$ cat src/rtl/obj_line_seq.sv
// Object line-buffer write sequencer: serialises fetched object words pixel by pixel
// on pixel-clock ticks and writes opaque pixels into rotating line buffers.
module obj_line_seq #(
  parameter int PIX_PER_WORD = 4,
  parameter int PIX_BITS     = 4,
  parameter int XW           = 9,
  parameter int NBUF         = 2,
  localparam int BW          = ($clog2(NBUF) > 1) ? $clog2(NBUF) : 1
) (
  input  logic                             clk,
  input  logic                             Reset_n,
  input  logic                             Cen,
  input  logic                             hblank,
  input  logic                             word_valid,
  input  logic [PIX_PER_WORD*PIX_BITS-1:0] word_data,
  input  logic [XW-1:0]                    word_x,
  input  logic                             word_flip,
  output logic                             word_ready,
  output logic                             pload_n,
  output logic                             busy,
  output logic                             wr_en,
  output logic [XW-1:0]                    wr_addr,
  output logic [PIX_BITS-1:0]              wr_pix,
  output logic [BW-1:0]                    wr_buf,
  output logic [BW-1:0]                    rd_buf
);

  localparam int CW = $clog2(PIX_PER_WORD);
  localparam int WW = PIX_PER_WORD * PIX_BITS;
  localparam logic [CW-1:0] CNT_LAST = CW'(PIX_PER_WORD - 1);
  localparam logic [BW-1:0] BUF_LAST = BW'(NBUF - 1);

  typedef enum logic {
    IDLE,
    SHIFT
  } state_t;

  state_t              state_q, state_d;
  logic                last_cen_q;
  logic                hb_q, hb_d;
  logic [CW-1:0]       cnt_q, cnt_d;
  logic [WW-1:0]       word_q, word_d;
  logic [XW-1:0]       x_q, x_d;
  logic                flip_q, flip_d;
  logic                busy_q, busy_d;
  logic                wr_en_q, wr_en_d;
  logic [XW-1:0]       wr_addr_q, wr_addr_d;
  logic [PIX_BITS-1:0] wr_pix_q, wr_pix_d;
  logic [BW-1:0]       wr_buf_q, wr_buf_d;
  logic [BW-1:0]       rd_buf_q, rd_buf_d;

  logic                tick;
  logic                line_edge;
  logic                load;
  logic [CW-1:0]       pix_idx;
  logic [PIX_BITS-1:0] cur_pix;
  logic [PIX_BITS-1:0] pix_arr [PIX_PER_WORD];

  // Unpack the latched word into per-pixel lanes for the serialiser mux.
  generate
    for (genvar gi = 0; gi < PIX_PER_WORD; gi++) begin : g_pix
      assign pix_arr[gi] = word_q[gi*PIX_BITS +: PIX_BITS];
    end
  endgenerate

  assign tick      = Cen & ~last_cen_q;
  assign line_edge = tick & hblank & ~hb_q;

  always_comb begin
    pix_idx = flip_q ? (CNT_LAST - cnt_q) : cnt_q;
    cur_pix = pix_arr[pix_idx];
  end

  always_comb begin
    state_d   = state_q;
    hb_d      = hb_q;
    cnt_d     = cnt_q;
    word_d    = word_q;
    x_d       = x_q;
    flip_d    = flip_q;
    wr_en_d   = 1'b0;
    wr_addr_d = wr_addr_q;
    wr_pix_d  = wr_pix_q;
    wr_buf_d  = wr_buf_q;
    rd_buf_d  = rd_buf_q;
    load      = 1'b0;

    if (tick) begin
      hb_d = hblank;
      if (line_edge) begin
        // Line start aborts any word in flight and flips display/write buffers.
        wr_buf_d = (wr_buf_q == BUF_LAST) ? '0 : wr_buf_q + BW'(1);
        rd_buf_d = wr_buf_q;
        state_d  = IDLE;
        cnt_d    = '0;
      end else begin
        case (state_q)
          IDLE: begin
            if (word_valid) begin
              load = 1'b1;
            end
          end
          SHIFT: begin
            wr_en_d   = (cur_pix != '0);
            wr_addr_d = x_q + XW'(cnt_q);
            wr_pix_d  = cur_pix;
            cnt_d     = cnt_q + CW'(1);
            if (cnt_q == CNT_LAST) begin
              if (word_valid) begin
                load = 1'b1;
              end else begin
                state_d = IDLE;
              end
            end
          end
          default: state_d = IDLE;
        endcase
      end

      if (load) begin
        word_d  = word_data;
        x_d     = word_x;
        flip_d  = word_flip;
        cnt_d   = '0;
        state_d = SHIFT;
      end
    end

    busy_d = (state_d == SHIFT);
  end

  always_ff @(posedge clk) begin
    if (!Reset_n) begin
      state_q    <= IDLE;
      last_cen_q <= 1'b1;
      hb_q       <= 1'b0;
      cnt_q      <= '0;
      word_q     <= '0;
      x_q        <= '0;
      flip_q     <= 1'b0;
      busy_q     <= 1'b0;
      wr_en_q    <= 1'b0;
      wr_addr_q  <= '0;
      wr_pix_q   <= '0;
      wr_buf_q   <= '0;
      rd_buf_q   <= BUF_LAST;
    end else begin
      state_q    <= state_d;
      last_cen_q <= Cen;
      hb_q       <= hb_d;
      cnt_q      <= cnt_d;
      word_q     <= word_d;
      x_q        <= x_d;
      flip_q     <= flip_d;
      busy_q     <= busy_d;
      wr_en_q    <= wr_en_d;
      wr_addr_q  <= wr_addr_d;
      wr_pix_q   <= wr_pix_d;
      wr_buf_q   <= wr_buf_d;
      rd_buf_q   <= rd_buf_d;
    end
  end

  assign word_ready = load;
  assign pload_n    = ~load;
  assign busy       = busy_q;
  assign wr_en      = wr_en_q;
  assign wr_addr    = wr_addr_q;
  assign wr_pix     = wr_pix_q;
  assign wr_buf     = wr_buf_q;
  assign rd_buf     = rd_buf_q;

endmodule

$ cat config.mk
export PLATFORM = sky130hd
export DESIGN_NAME = obj_line_seq
export DESIGN_NICKNAME = d
export VERILOG_FILES = /design/src/rtl/obj_line_seq.sv
export SDC_FILE = /design/constraint.sdc
export NUM_CORES = 1
export LEC_CHECK = 0
export CORE_MARGIN = 2
export CORE_UTILIZATION = 52
export CTS_CLUSTER_DIAMETER = 200
export DETAILED_ROUTE_END_ITERATION = 8
export PLACE_DENSITY = 0.88
export RECOVER_POWER = 100
export SYNTH_ARGS = -nofsm -noshare
export SYNTH_HDL_FRONTEND = slang
export SYNTH_SLANG_ARGS = --single-unit
$ cat constraint.sdc
create_clock -name clk -period 3.7 [get_ports clk]
set_input_delay 0.37 -clock clk [delete_from_list [all_inputs] [get_ports clk]]
set_output_delay 0.37 -clock clk [all_outputs]
set_load 0.005 [all_outputs]
# Yosys cells after proc, flatten, opt, wreduce, memory -nomap -nowiden
# Cells that the tools add are included.
# totals
wordCells	54
register_bits	47
output_inout_bits	19
n_memories	0
rom_bits	0
mem_bits_rw	0
latchBits	0
inputBits	31
# op_classes
addsub	4
bitwise_logic	11
reduce_logical	7
mux	18
n_div	0
mul	0
n_shift	0
eq_ne	1
order_cmp	1
# ops
op	count
1-bit two-way mux	10
9-bit by 2-bit adder with 9-bit output	1
4-bit binary-select mux with 2-bit select	1
2-bit two-way mux	4
4-bit two-way mux	2
1-bit inverter	7
2-bit AND reduction	3
4-bit nonzero test	1
4-bit OR reduction	1
1-bit AND	3
3-bit >= comparator (second input constant)	1
2-bit inverter with 3-bit output	1
3-bit AND reduction	1
3-bit nonzero test	1
2-bit by 1-bit adder with 2-bit output (second input constant)	1
2-bit == test (second input constant)	1
1-bit case mux with 2 select lines	1
2-bit subtractor (first input constant)	1
1-bit adder (second input constant)	1

# Logic depth before layout (Yosys ltp)
# logic_depth
ltp_word	8
ltp_mapped	7

# Least setup slack after synthesis
# No wires, ideal clock.
# synth_timing
path_type	flip-flop to flip-flop
from	register cnt_q[0]
to	register wr_addr_q[8], in the netlist wr_addr[8]
required_ns	3.609
arrival_ns	1.785
setup_ns	0.091
n_path_buf	0
path_stages_with_launch	8
slack_ns	1.824
path_cell_list	dfxtp_1 ha_1 inv_1 fa_1 nor2b_1 nand2_1 or3_1 a311oi_1
# synth_between
elab_chain_cells	1
# synth_lines
element	line	text
start, declared	41	logic [CW-1:0] cnt_q, cnt_d;
start signal, assigned	151	cnt_q <= cnt_d;
9-bit by 2-bit adder with 9-bit output	105	wr_addr_d = x_q + XW'(cnt_q);
end signal, assigned	157	wr_addr_q <= wr_addr_d;
end, declared	47	logic [XW-1:0] wr_addr_q, wr_addr_d;
# No other way between the ends.
# A chain may end at the register's enable or synchronous reset.

# Worst setup path after layout
# layout_timing
from	input Cen
to	output word_ready
# layout_between
elab_chain_cells	6
# layout_lines
element	line	text
start, declared	12	input logic Cen,
1-bit AND *	66	assign tick = Cen & ~last_cen_q;
1-bit AND (2 in series)	67	assign line_edge = tick & hblank & ~hb_q;
1-bit two-way mux	90	if (line_edge) begin
1-bit two-way mux	88	if (tick) begin
1-bit two-way mux *	88	
end, declared	18	output logic word_ready,
# Mark *: on every way between the ends. The rest lies on a longest branch, timed or not. The select of a mux whose other input is x is not followed.

==> results.md <==
- Outcome: complete, no violations
- DRT Pass-1 Iters: 4
- Num Clock Sinks: 47
- Top FF cell, synth: dfxtp_1
- Final worst clock skew: 0.005315 ns
- Drt wl/cell: 11.78 µm
- Cts bufs inserted: 5
- Final count of hold timing violations: 0
- CTS Hold Bufs: 0
- Clock Latency Late Sink: ~0.29 ns
- Port Buf Inserts: about 50
- Switching pwr: 177.5 µW
- ANT cells: 0
- Die extent in x: 65.33 µm
- Die Y: 65.33 µm
- Worst-margin pin slew: 1.267 ns
- Mapped Cells: 227
- Remaining antenna violation count: 0
- Initial antenna violation count: 0
- CTS tree: yes
- CTS clk-pin slew, worst paths: 0.07 ns
- Bufs on Longest Clock Path: 2
- Gate power share: 0.073
- Fraction of registers with async set or reset after synthesis: 0
- Critical path class: primary input to output pin
- Seq/Total Area, Yosys: 0.4811
- Final setup fails: 0
- H-tree Lvls: 2
- Post-Syn Area: 1956 µm²
- Setup ws final: 0.8795 ns
- Fmax: 0.3545 GHz
- IO Pins: 50
- Setup TNS: 0 ns
- First-pass GRT wire length: 6058 µm
- Layout Area Growth over Synthesis: 29.30%
- Max-Slew Margin vs Limit: 0.1541
- GPL Wtd Cong: about 0.84
- Unrepaired setup endpoints after global routing: no
- Place WS: 1.052 ns
- Starting Density: 0.5382
- Largest net degree at the start of global routing: 46
- Clock Tree Root: clkbuf_8
- Number of global-route vias before repair: 1428
- Via-to-Cell Ratio: 4.991
- Number of cells on the worst hold path: 2
- # DRC: 0
- Maximum fanout along the worst path: 28
- Die area: 4267 µm²
- Post-CTS sizing: 0
- Peak VDD IR: 214.1 µV
- Critical Path RT: 3.33 ns
- Seq pwr share: 0.605
- Total grt overflow: 0
- Drt initial violations: 66
- Nature of the critical path endpoint: output pin
- Yosys warnings: 0
- Post-layout min period: 2.821 ns
- Hold_sp: wr_addr[2]
- Layout cell share with drive strength beyond 1: 0.03663
- Top cells by area, synth: dfxtp_1 (48%), nand2_1 (13%), a21oi_1 (8.7%), mux4_2 (3.5%), a211oi_1 (2.3%)
- Clock power frac: 0.322
- Post-synth EDFFs: 0
- Crit path DAT: 2.45 ns
- Syn Nets: 262
- Overall Global Routing Usage: 0.1837
- Max-cap viol count: 0
- Setup repair bufs after CTS: 0
- Worst r2r src: last_cen_q
- Final period utilization: 0.7623
- Path depth of the worst reg2reg path: 7
- Internal power: just under 700 µW
- Core area: 3633 µm²
- PD cells: 337.4 nW/µm²
- Setup crit start kind: primary input
- Post-DP HPWL: 2727 µm
- Slew Limit Fails: 0
- Yosys top cell by area: dfxtp_1
- Rows: 22
- Top-area cell type share of the netlist area: 0.4811
- DR vias: 1602
- Average size of a mapped cell: approximately 8.6 µm²
- Worst setup path start: Cen
- Count of different cell masters after synthesis: 34
- Sw Ratio: 0.2081
- Nets: 309
- #FFs+latches synth: 47
- Leak: 0.9017 nW
- Filler Cell Count: 298
- Worst Hold Class: flip-flop to flip-flop
- Post-Route WL: around 3800 µm
## sequential cells by signal (all words and copies together), names as in the netlist
register and count:
busy 1, wr_buf 1, wr_en 1, hb_q 1, wr_addr 9, cnt_q 2
word_q 16, last_cen_q 1, wr_pix 4, x_q 9, rd_buf 1, flip_q 1
## path summary, 6_finish.rpt
path / end / slack, ns
min reg2reg: wr_addr[2] / 0.45
max: word_ready / 0.88
min: wr_addr[2] / 0.45
max reg2reg: x_q[2] / 1.28
## routing by layer
layer / global-route usage / share of wire
met2: 0.2895 / 0.46
met5: 0 / 0
met4: 0.08854 / 0.011
met1: 0.2343 / 0.47
met3: 0.04795 / 0.050
## power by group through the flow
stage | sequential, mW | combinational (mW) | clock (mW)
finish | 0.516 | 0.0626 | 0.275
global route | 0.516 | 0.0687 | 0.300
CTS | 0.516 | 0.0643 | 0.280
detailed placement | 0.528 | 0.0639 | 0
global placement | 0.528 | 0.0631 | 0
floorplan | 0.527 | 0.0245 | 0
## kinds of logic (layout without fill, tap and decap cells)
family          Yosys count  after routing  share of synthesized area
buf+inv                  17             63                    0.03903
mux                       6              6                    0.05822
xor+xnor                  9              9                    0.04415
simple gates             97             97                     0.2079
fa+ha+maj                 4              4                    0.02943
compound gates           47             47                     0.1401
flops                    47             47                     0.4811
## metrics by stage
stage / area, µm² / hold slack [ns] / util / std cells / total power, mW
floorplan: 1956 / 0.4315 / - / 227 / 0.5515
global placement: 2467 / 0.4402 / 0.6791 / 315 / 0.5907
detailed placement: 2467 / 0.4471 / 0.6791 / 315 / 0.5917
CTS: 2540 / 0.4577 / 0.6990 / 321 / 0.8607
global route: 2529 / 0.4667 / 0.6959 / 321 / 0.8848
finish: 2529 / 0.4542 / 0.6959 / 321 / 0.8532
## layout by cell type (no fill, tap or decap), types with 2 or more instances in the layout
cell type        instances
a211oi_1                 6
a21oi_1                 34
a32oi_1                  2
clkbuf_1                 2
clkbuf_8                 5
clkdlybuf4s50_1         28
dfxtp_1                 47
dlygate4sd3_1           21
ha_1                     3
inv_1                    6
mux2i_1                  2
mux4_2                   3
nand2_1                 70
nand2b_1                 2
nand4_1                  2
nor2_1                  11
nor2b_1                  4
o21ai_0                  2
xnor2_1                  3
xor2_1                   6
## Yosys cell counts (2+ instances only)
cell type	number
nand4_1	2
ha_1	3
o21ai_0	2
clkbuf_1	5
nor2_1	11
buf_4	2
dfxtp_1	47
nor2b_1	4
nand2_1	70
buf_2	4
xnor2_1	3
inv_1	4
inv_2	2
mux2i_1	2
a211oi_1	6
a32oi_1	2
a21oi_1	34
nand2b_1	2
mux4_2	3
xor2_1	5
## worst max-delay path, cell delays in order
cell and delay (ns):
dlygate4sd3_1 0.53, nor2b_1 0.44, o2111ai_2 0.17, buf_4 0.26
inv_1 0.09, dlygate4sd3_1 0.56
## cell type report
cell class	instances	area, µm²	share of cell area
flip-flops and latches	47	940.9	0.3721
clock buffers	6	72.57	0.02870
inverters	6	22.52	0.008906
repair buffers	51	501.7	0.1984
multi-input cells	163	930.9	0.3681
well taps	48	60.06	0.02375
No activity file was read; power rests on OpenSTA's default activity.
